[src/rtl/rx_shift_sequencer.sv]
// Bit-level sequencer between the USB bit decoder and the field shift registers.
// Optional stall watchdog enabled by defining RX_SEQ_WATCHDOG_EN.
module rx_shift_sequencer #(
    parameter int SYNC_BITS   = 8,
    parameter int PID_BITS    = 8,
    parameter int CRC5_BITS   = 5,
    parameter int DATA_BITS   = 64,
    parameter int CRC16_BITS  = 16,
    parameter int CNT_W       = 7,
    parameter int WDOG_CYCLES = 64
) (
    input  logic clk,
    input  logic rst,
    input  logic shift_strobe,
    input  logic eop,
    input  logic sync_rcving,
    input  logic pid_rcving,
    input  logic crc5_rcving,
    input  logic data_rcving,
    input  logic crc16_rcving,
    output logic sync_shift_enable,
    output logic pid_shift_enable,
    output logic crc5_shift_enable,
    output logic data_shift_enable,
    output logic crc16_shift_enable,
    output logic sync_bits_received,
    output logic pid_bits_received,
    output logic crc5_bits_received,
    output logic data_bits_received,
    output logic crc16_bits_received,
    output logic field_overrun,
    output logic field_conflict,
    output logic stall_timeout
);

    localparam int NF = 5;

    typedef enum logic [2:0] {
        F_NONE  = 3'd0,
        F_SYNC  = 3'd1,
        F_PID   = 3'd2,
        F_CRC5  = 3'd3,
        F_DATA  = 3'd4,
        F_CRC16 = 3'd5
    } fld_t;

    generate
        if (CNT_W < $clog2(DATA_BITS + 1)) begin : g_cnt_w_check
            $error("CNT_W too narrow for longest field");
        end
        if (WDOG_CYCLES < 2) begin : g_wdog_check
            $error("WDOG_CYCLES must be at least 2");
        end
    endgenerate

    function automatic logic [CNT_W-1:0] len_of(input fld_t f);
        logic [CNT_W-1:0] n;
        n = '0;
        case (f)
            F_SYNC:  n = CNT_W'(SYNC_BITS);
            F_PID:   n = CNT_W'(PID_BITS);
            F_CRC5:  n = CNT_W'(CRC5_BITS);
            F_DATA:  n = CNT_W'(DATA_BITS);
            F_CRC16: n = CNT_W'(CRC16_BITS);
            default: n = '0;
        endcase
        return n;
    endfunction

    fld_t             fld_reg, fld_next;
    logic [CNT_W-1:0] cnt_reg, cnt_next;
    logic             ovr_reg, ovr_next;

    logic [NF-1:0]    rcving;
    logic [NF-1:0]    shift_en;
    logic [NF-1:0]    bits_rcvd;
    logic [2:0]       hits;
    fld_t             cur;
    logic [CNT_W-1:0] n_cur;
    logic [CNT_W-1:0] ecnt;
    logic             room;
    logic             do_shift;
    logic             overrun;

    assign rcving = {crc16_rcving, data_rcving, crc5_rcving, pid_rcving, sync_rcving};

    // Only an exact one-hot selects a field; zero or several high means no field.
    always_comb begin
        hits = '0;
        cur  = F_NONE;
        for (int i = 0; i < NF; i++) begin
            if (rcving[i]) begin
                hits = hits + 3'd1;
                cur  = fld_t'(3'(i + 1));
            end
        end
        if (hits != 3'd1) begin
            cur = F_NONE;
        end
    end

    assign field_conflict = (hits > 3'd1);
    assign n_cur          = len_of(cur);
    assign ecnt           = (cur == fld_reg) ? cnt_reg : '0;
    assign room           = (cur != F_NONE) && (ecnt < n_cur);
    assign do_shift       = shift_strobe && !eop && room;
    assign overrun        = shift_strobe && !eop && (cur != F_NONE) && !room;

    generate
        for (genvar gi = 0; gi < NF; gi++) begin : g_field
            localparam fld_t FX = fld_t'(3'(gi + 1));
            assign shift_en[gi]  = do_shift && (cur == FX);
            assign bits_rcvd[gi] = (fld_reg == FX) && (cur == FX) && (cnt_reg == len_of(FX));
        end
    endgenerate

    assign {crc16_shift_enable, data_shift_enable, crc5_shift_enable,
            pid_shift_enable, sync_shift_enable} = shift_en;
    assign {crc16_bits_received, data_bits_received, crc5_bits_received,
            pid_bits_received, sync_bits_received} = bits_rcvd;
    assign field_overrun = ovr_reg;

    always_comb begin
        fld_next = fld_reg;
        cnt_next = cnt_reg;
        ovr_next = ovr_reg;
        if (eop) begin
            fld_next = F_NONE;
            cnt_next = '0;
            ovr_next = 1'b0;
        end else if (cur == F_NONE) begin
            fld_next = F_NONE;
            cnt_next = '0;
        end else begin
            fld_next = cur;
            cnt_next = do_shift ? (ecnt + CNT_W'(1)) : ecnt;
            if (overrun) begin
                ovr_next = 1'b1;
            end
        end
    end

    always_ff @(posedge clk) begin
        if (rst) begin
            fld_reg <= F_NONE;
            cnt_reg <= '0;
            ovr_reg <= 1'b0;
        end else begin
            fld_reg <= fld_next;
            cnt_reg <= cnt_next;
            ovr_reg <= ovr_next;
        end
    end

`ifdef RX_SEQ_WATCHDOG_EN
    localparam int WDOG_W = $clog2(WDOG_CYCLES + 1);

    logic [WDOG_W-1:0] wdog_reg, wdog_next;
    logic              stall_reg, stall_next;

    // Counts only while a selected field is still waiting for bits.
    always_comb begin
        wdog_next  = '0;
        stall_next = 1'b0;
        if (!shift_strobe && !eop && room && (cur == fld_reg)) begin
            if (wdog_reg == WDOG_W'(WDOG_CYCLES - 1)) begin
                stall_next = 1'b1;
            end else begin
                wdog_next = wdog_reg + WDOG_W'(1);
            end
        end
    end

    always_ff @(posedge clk) begin
        if (rst) begin
            wdog_reg  <= '0;
            stall_reg <= 1'b0;
        end else begin
            wdog_reg  <= wdog_next;
            stall_reg <= stall_next;
        end
    end

    assign stall_timeout = stall_reg;
`else
    assign stall_timeout = 1'b0;
`endif

endmodule

[config.mk]
export PLATFORM = sky130hd
export DESIGN_NAME = rx_shift_sequencer
export DESIGN_NICKNAME = d
export VERILOG_FILES = /design/src/rtl/rx_shift_sequencer.sv
export SDC_FILE = /design/constraint.sdc
export NUM_CORES = 1
export LEC_CHECK = 0
export BUFFER_PORTS_ARGS = -buffer_cell sky130_fd_sc_hd__buf_4
export CORE_MARGIN = 5
export CORE_UTILIZATION = 29
export CTS_CLUSTER_DIAMETER = 40
export DETAILED_ROUTE_END_ITERATION = 6
export GPL_ROUTABILITY_DRIVEN = 0
export HOLD_SLACK_MARGIN = 0.03
export PLACE_DENSITY = 0.53
export SLEW_MARGIN = 20
export SYNTH_ARGS = -nofsm -noshare
export SYNTH_HDL_FRONTEND = slang
export SYNTH_SLANG_ARGS = --single-unit
[constraint.sdc]
create_clock -name clk -period 12.7 [get_ports clk]
set_clock_uncertainty 0.05 [all_clocks]
set_input_delay 2.54 -clock clk [delete_from_list [all_inputs] [get_ports clk]]
set_output_delay 2.54 -clock clk [all_outputs]
set_load 0.05 [all_outputs]
======== Yosys cells after proc, flatten, opt, wreduce, memory -nomap -nowiden ========
Index checks and enable logic that the tools add are counted.
storage, ports and cells
  memory bits (read-only) ................. 0
  latch bits .............................. 0
  memories kept ........................... 0
  output and inout port bits .............. 13
  register bits ........................... 11
  bits in writable memories ............... 0
  word-level logic and storage cells ...... 68
cells by class
  equal/unequal tests ..................... 16
  multiplexer cells ....................... 13
  shifts and indexed selects .............. 0
  reduce and logical (&&, ||, !) cells .... 28
  bitwise logic cells ..................... 1
  $mul .................................... 0
  magnitude comparators ................... 2
  add/subtract/negate cells ............... 5
  div/mod/pow operators ................... 0
operators with widths
  operator                                                                          number
  7-bit one-hot mux with 4 select lines                                             1
  3-bit two-way mux                                                                 9
  1-bit logical AND                                                                 20
  7-bit two-way mux                                                                 2
  3-bit by 1-bit adder with 3-bit output (second input constant)                    4
  3-bit by 2-bit equality test with 1-bit output (second input constant)            4
  3-bit equality test (second input constant)                                       4
  7-bit by 1-bit adder with 7-bit output (second input constant)                    1
  7-bit by 3-bit equality test with 1-bit output (second input constant)            1
  7-bit by 4-bit equality test with 1-bit output (second input constant)            1
  7-bit by 5-bit equality test with 1-bit output (second input constant)            1
  7-bit equality test (second input constant)                                       1
  7-bit < comparator                                                                1
  3-bit by 1-bit equality test with 1-bit output (second input constant)            2
  2-bit OR reduction                                                                2
  3-bit equality test                                                               1
  3-bit by 1-bit greater-than comparator with 1-bit output (second input constant)  1
  3-bit logical NOT                                                                 1
  3-bit by 1-bit inequality test with 1-bit output (second input constant)          1
  3-bit nonzero test                                                                1
  3-bit OR reduction                                                                1
  1-bit logical NOT                                                                 2
  2-bit AND reduction                                                               1
  1-bit two-way mux                                                                 1
  1-bit inverter                                                                    1

======== Logic depth before layout (Yosys ltp) ========
  word-level depth ........................ 19
  gate-level depth with buffers ........... 23
  gate-level depth less buffers ........... 22

======== Worst setup path before layout ========
OpenSTA, ideal clock, no wires.
  path type ............................... input port to output port
  from .................................... in pid_rcving
  to ...................................... out sync_shift_enable
  setup slack ............................. 2.970 ns
  data arrival time ....................... 7.140 ns
  stages on the path ...................... 21
  buffers on the path ..................... 1
  path through ............................ inv_1 > ha_1 > xnor3_1 > inv_1 > ha_1 > nand2_1 > xnor2_1 > xnor2_1 > a31oi_4 > or2_1 > buf_6 > nand2_1 > inv_1 > ha_1 > and3_1 > nand3b_1 > nor2_1 > o22ai_1 > o2bb2ai_4 > nand2_2 > nor3_1
on the way
  longest elaborated chain between the ends .. 16
ends and longest elaborated chain
  what                                                                                                              RTL line  RTL
  start, declared                                                                                                   17        input logic pid_rcving,
  3-bit two-way mux                                                                                                 92        if (rcving[i]) begin
  3-bit by 1-bit adder with 3-bit output                                                                            93        hits = hits + 3'd1;
  3-bit two-way mux                                                                                                 92
  3-bit by 1-bit adder with 3-bit output                                                                            93
  3-bit two-way mux                                                                                                 92
  3-bit by 1-bit adder with 3-bit output                                                                            93
  3-bit two-way mux                                                                                                 92
  3-bit by 1-bit inequality test with 1-bit output                                                                  97        if (hits != 3'd1) begin
  3-bit two-way mux *                                                                                               97
  3-bit by 1-bit equality test with 1-bit output or 3-bit by 2-bit equality test with 1-bit output (tied branches)  59, 112
  2-bit OR reduction (no line)                                                                                      --
  7-bit one-hot mux with 4 select lines                                                                             59        case (f)
  7-bit < comparator                                                                                                105       assign room = (cur != F_NONE) && (ecnt < n_cur);
  1-bit logical AND                                                                                                 105
  1-bit logical AND                                                                                                 106       assign do_shift = shift_strobe && !eop && room;
  1-bit logical AND *                                                                                               112       assign shift_en[gi] = do_shift && (cur == FX);
  end, declared                                                                                                     21        output logic sync_shift_enable,
Every way passes the cells marked *; elsewhere a longest branch is shown, timed or not.

======== Worst setup path after layout ========
Same ends and word-level chain as after synthesis.

==> reports/qor.csv <==
stage;metric;value;unit
placed_design;# port buffers;20;
worst_setup_path;crit path from;pid_rcving;
yosys;Synth area leaders;dfxtp_1 (15%), ha_1 (9.7%), nor2_1 (4.0%);
floorplanning;cell row count;25;
power;PwrDens;75.2;nW/um2
route;remaining antenna violation count;0;
route;DR WL/cell;13.5;um
floorplanning;die height;80.0;um
yosys;Seq/Total Area, Yosys;0.155;
timing;Highest Clock Rate;102;MHz
flow_run;# Max-Cap Violations;0;
power;Leakage;0.000646;uW
route;Routed WL;3.52;mm
floorplanning;Ports;22;
worst_setup_path;flop2flop setup slack;9.02;ns
worst_setup_path;worst-path cell chain;buf_4 > inv_1 > ha_1 > xnor3_1 > inv_1 > ha_1 > nand2_1 > xnor2_1 > xnor2_1 > o211a_1 > or2_1 > nand2_1 > inv_1 > ha_1 > and3_1 > nand3b_1 > nor2_1 > o22ai_1 > o2bb2ai_4 > nand2_2 > nor3_1 > buf_4;
cts;Clk Latency, worst-skew pair;0.24;ns
placed_design;Final HPWL DP;2.88;mm
worst_setup_path;CP endpoint;sync_shift_enable;
finish;diode count;0;
power;register share of total power;0.290;
worst_setup_path;Crit Path Max Fanout;11;
timing;Worst Max-Slew Pin Slew;0.632;ns
power;Max VDD drop;0.0354;mV
cts;# Post-CTS Setup Buffers;0;
route;drt pass-1 iters;4;
yosys;library cells used by synthesis;62;
global_routing;number of global-route vias before repair;1260;
worst_setup_path;CP Launch Type;input port;
timing;final hold vios;0;
timing;Slew headroom;0.576;
cts;total CTS buffers;3;
status;outcome;complete, no violations;
yosys;cell accounting for the most synthesized area;dfxtp_1;
yosys;most instantiated cells after synthesis;nor2_1 (15), nand2_1 (12), dfxtp_1 (11), ha_1 (11);
timing;total negative slack;0;ns
timing;# setup viols final;0;
cts;CTS sink count;11;
worst_setup_path;CP max stage delay;0.53;ns
floorplanning;Starting Density;0.299;
finish;max FFs per register;7;
worst_setup_path;crit-path leading delay family;simple AND/OR/NAND/NOR gates;
global_routing;initial antenna violation count;0;
worst_setup_path;CP Depth;22;
yosys;synthesized cell area;1420;um2
timing;unrepaired setup endpoints after global routing;no;
finish;fin util;0.343;
global_routing;global-route wire length before repair;6.08;mm
global_routing;GRT overflow;0;
worst_setup_path;CP required;10.11;ns
placed_design;placed cell areas;1590;um2
floorplanning;full die area;6410;um2
floorplanning;Core Region;4750;um2
cts;Reg clk slew, reported paths;0.05;ns
global_routing;gr usage total;0.119;
power;switching share of total power;0.375;
cts;clk buf depth;2;
yosys;share of Yosys cell area claimed by the top area cell type;0.155;
cts;H-tree depth;1;
timing;Final min period;9.79;ns
floorplanning;Die Wd;80.0;um
finish;layout cell share with drive strength beyond 1;0.253;
worst_setup_path;Crit Reg-Reg Endpoint;cnt_reg[1];
worst_setup_path;CP bufs+invs;5;
power;clock share of power;0.296;
hold_path;Hold Crit Class;reg -> reg;
worst_setup_path;Worst R2R Start;fld_reg[2];
worst_setup_path;crit path capture type;primary output;
yosys;Mapped Cells;179;
yosys;async set or reset register ratio after synthesis;0;
yosys;Avg Inst Size Synth;7.95;um2
worst_setup_path;crit path DAT;7.20;ns
finish;post-route insts no fill;261;
cts;Hold Buf Count CTS;0;
finish;Final Cell Area;1630;um2
finish;synth-to-layout area growth;14.8;%
timing;worst hold margin;0.544;ns
power;Comb power frac;0.414;
yosys;syn_nets;199;
yosys;Primary FF master, synth;dfxtp_1;
timing;Final Max Tran Viols;0;
worst_setup_path;CP max stage cell;xnor2_1;
worst_setup_path;worst r2r path cells;14;
route;via count;1333;
yosys;Synth Warn #;0;
finish;Final nets;215;
worst_setup_path;critical path class;in -> out;
cts;Resized cells post-CTS;0;
placed_design;post-placement cell count;257;
yosys;EDFF count, synth;0;
power;switching pwr;46.1;uW
route;Initial DRC Count;98;
global_routing;largest net degree at the start of global routing;13;
timing;period utilization;0.771;
yosys;top-count cell post-synth;nor2_1;
power;P_int;76.7;uW
cts;CTS tree;built;
cts;root buf cell;clkbuf_8;
route;Avg Vias per Cell;5.11;
route;# DRC;0;
yosys;synthesized flop and latch total;11;
## stage by stage
stage	total power [uW]	worst slack [ns]
after floorplan	79.8	2.97
after global routing	131	2.50
final	123	2.91
after global placement	87.5	3.01
after detailed placement	87.0	2.97
after CTS	123	2.92
## layer usage
metal	track usage	vias to the layer above	share of wire
li1	-	677	-
met1	0.159	622	0.48
met2	0.192	30	0.47
met3	0.0305	4	0.045
met4	0.0220	0	0.0040
met5	0	-	0
## tightest hold or removal path, delay by kind of cell, from the launching register on
kind            cells  cell delay, ns
simple gates        1            0.06
compound gates      1            0.17
flops               1            0.31
## cell families (layout without fill, tap and decap cells)
| family | Yosys count | after routing | share of synthesized area |
|---|---|---|---|
| simple gates | 99 | 99 | 0.417 |
| compound gates | 31 | 31 | 0.186 |
| buf+inv | 16 | 31 | 0.0668 |
| fa+ha+maj | 11 | 11 | 0.0967 |
| flops | 11 | 11 | 0.155 |
| xor+xnor | 7 | 7 | 0.0528 |
| mux | 3 | 3 | 0.0237 |
| other cells | 1 | 1 | 0.00264 |
## layout make-up
class / count / area [um2]
inverters: 7 / 26.3
repair buffers: 20 / 150
clock buffers: 4 / 45.0
well taps: 67 / 83.8
flip-flops and latches: 11 / 220
multi-input cells: 152 / 1110
fillers: 519 / 3120
## cell usage in the layout (no fill, tap or decap), types with 2 or more instances in the layout
cell,synthesis,final
nand2_2,4,4
inv_1,6,6
and2_4,2,2
clkbuf_8,0,3
nor2_1,15,15
a21oi_1,6,6
and3_1,2,2
o22ai_1,2,2
nor2b_1,5,5
nand3b_1,3,3
nor3_1,9,9
or2_0,2,2
o21ai_0,4,4
or2_2,2,2
nor4_1,5,5
a31o_1,2,2
and3b_1,2,2
mux2i_1,2,2
or3_1,3,3
nand3_1,9,9
nand2_1,12,12
nor3_2,2,2
nand4_1,3,3
xnor2_1,6,6
ha_1,11,11
nand2b_1,3,3
buf_4,3,20
a31oi_1,3,3
and2_1,4,4
dfxtp_1,11,11
## worst min-delay path by stage
stage	start	to	cells past startpoint
2_1_floorplan	cnt_reg[6]	cnt_reg[6]	3
3_3_place_gp	field_overrun	field_overrun	2
3_5_place_dp	field_overrun	field_overrun	2
4_1_cts	field_overrun	field_overrun	2
5_1_grt	field_overrun	field_overrun	2
6_report	field_overrun	field_overrun	2
## power groups by stage
stage / Sequential, uW / Clock (uW) / Combinational, uW
detailed placement: 36.3 / 0 / 50.7
CTS: 35.6 / 36.8 / 51.0
global route: 35.7 / 39.7 / 56.0
global placement: 36.4 / 0 / 51.2
floorplan: 36.6 / 0 / 43.2
finish: 35.6 / 36.4 / 50.8
Note: power is estimated with default switching activity, not from simulation.
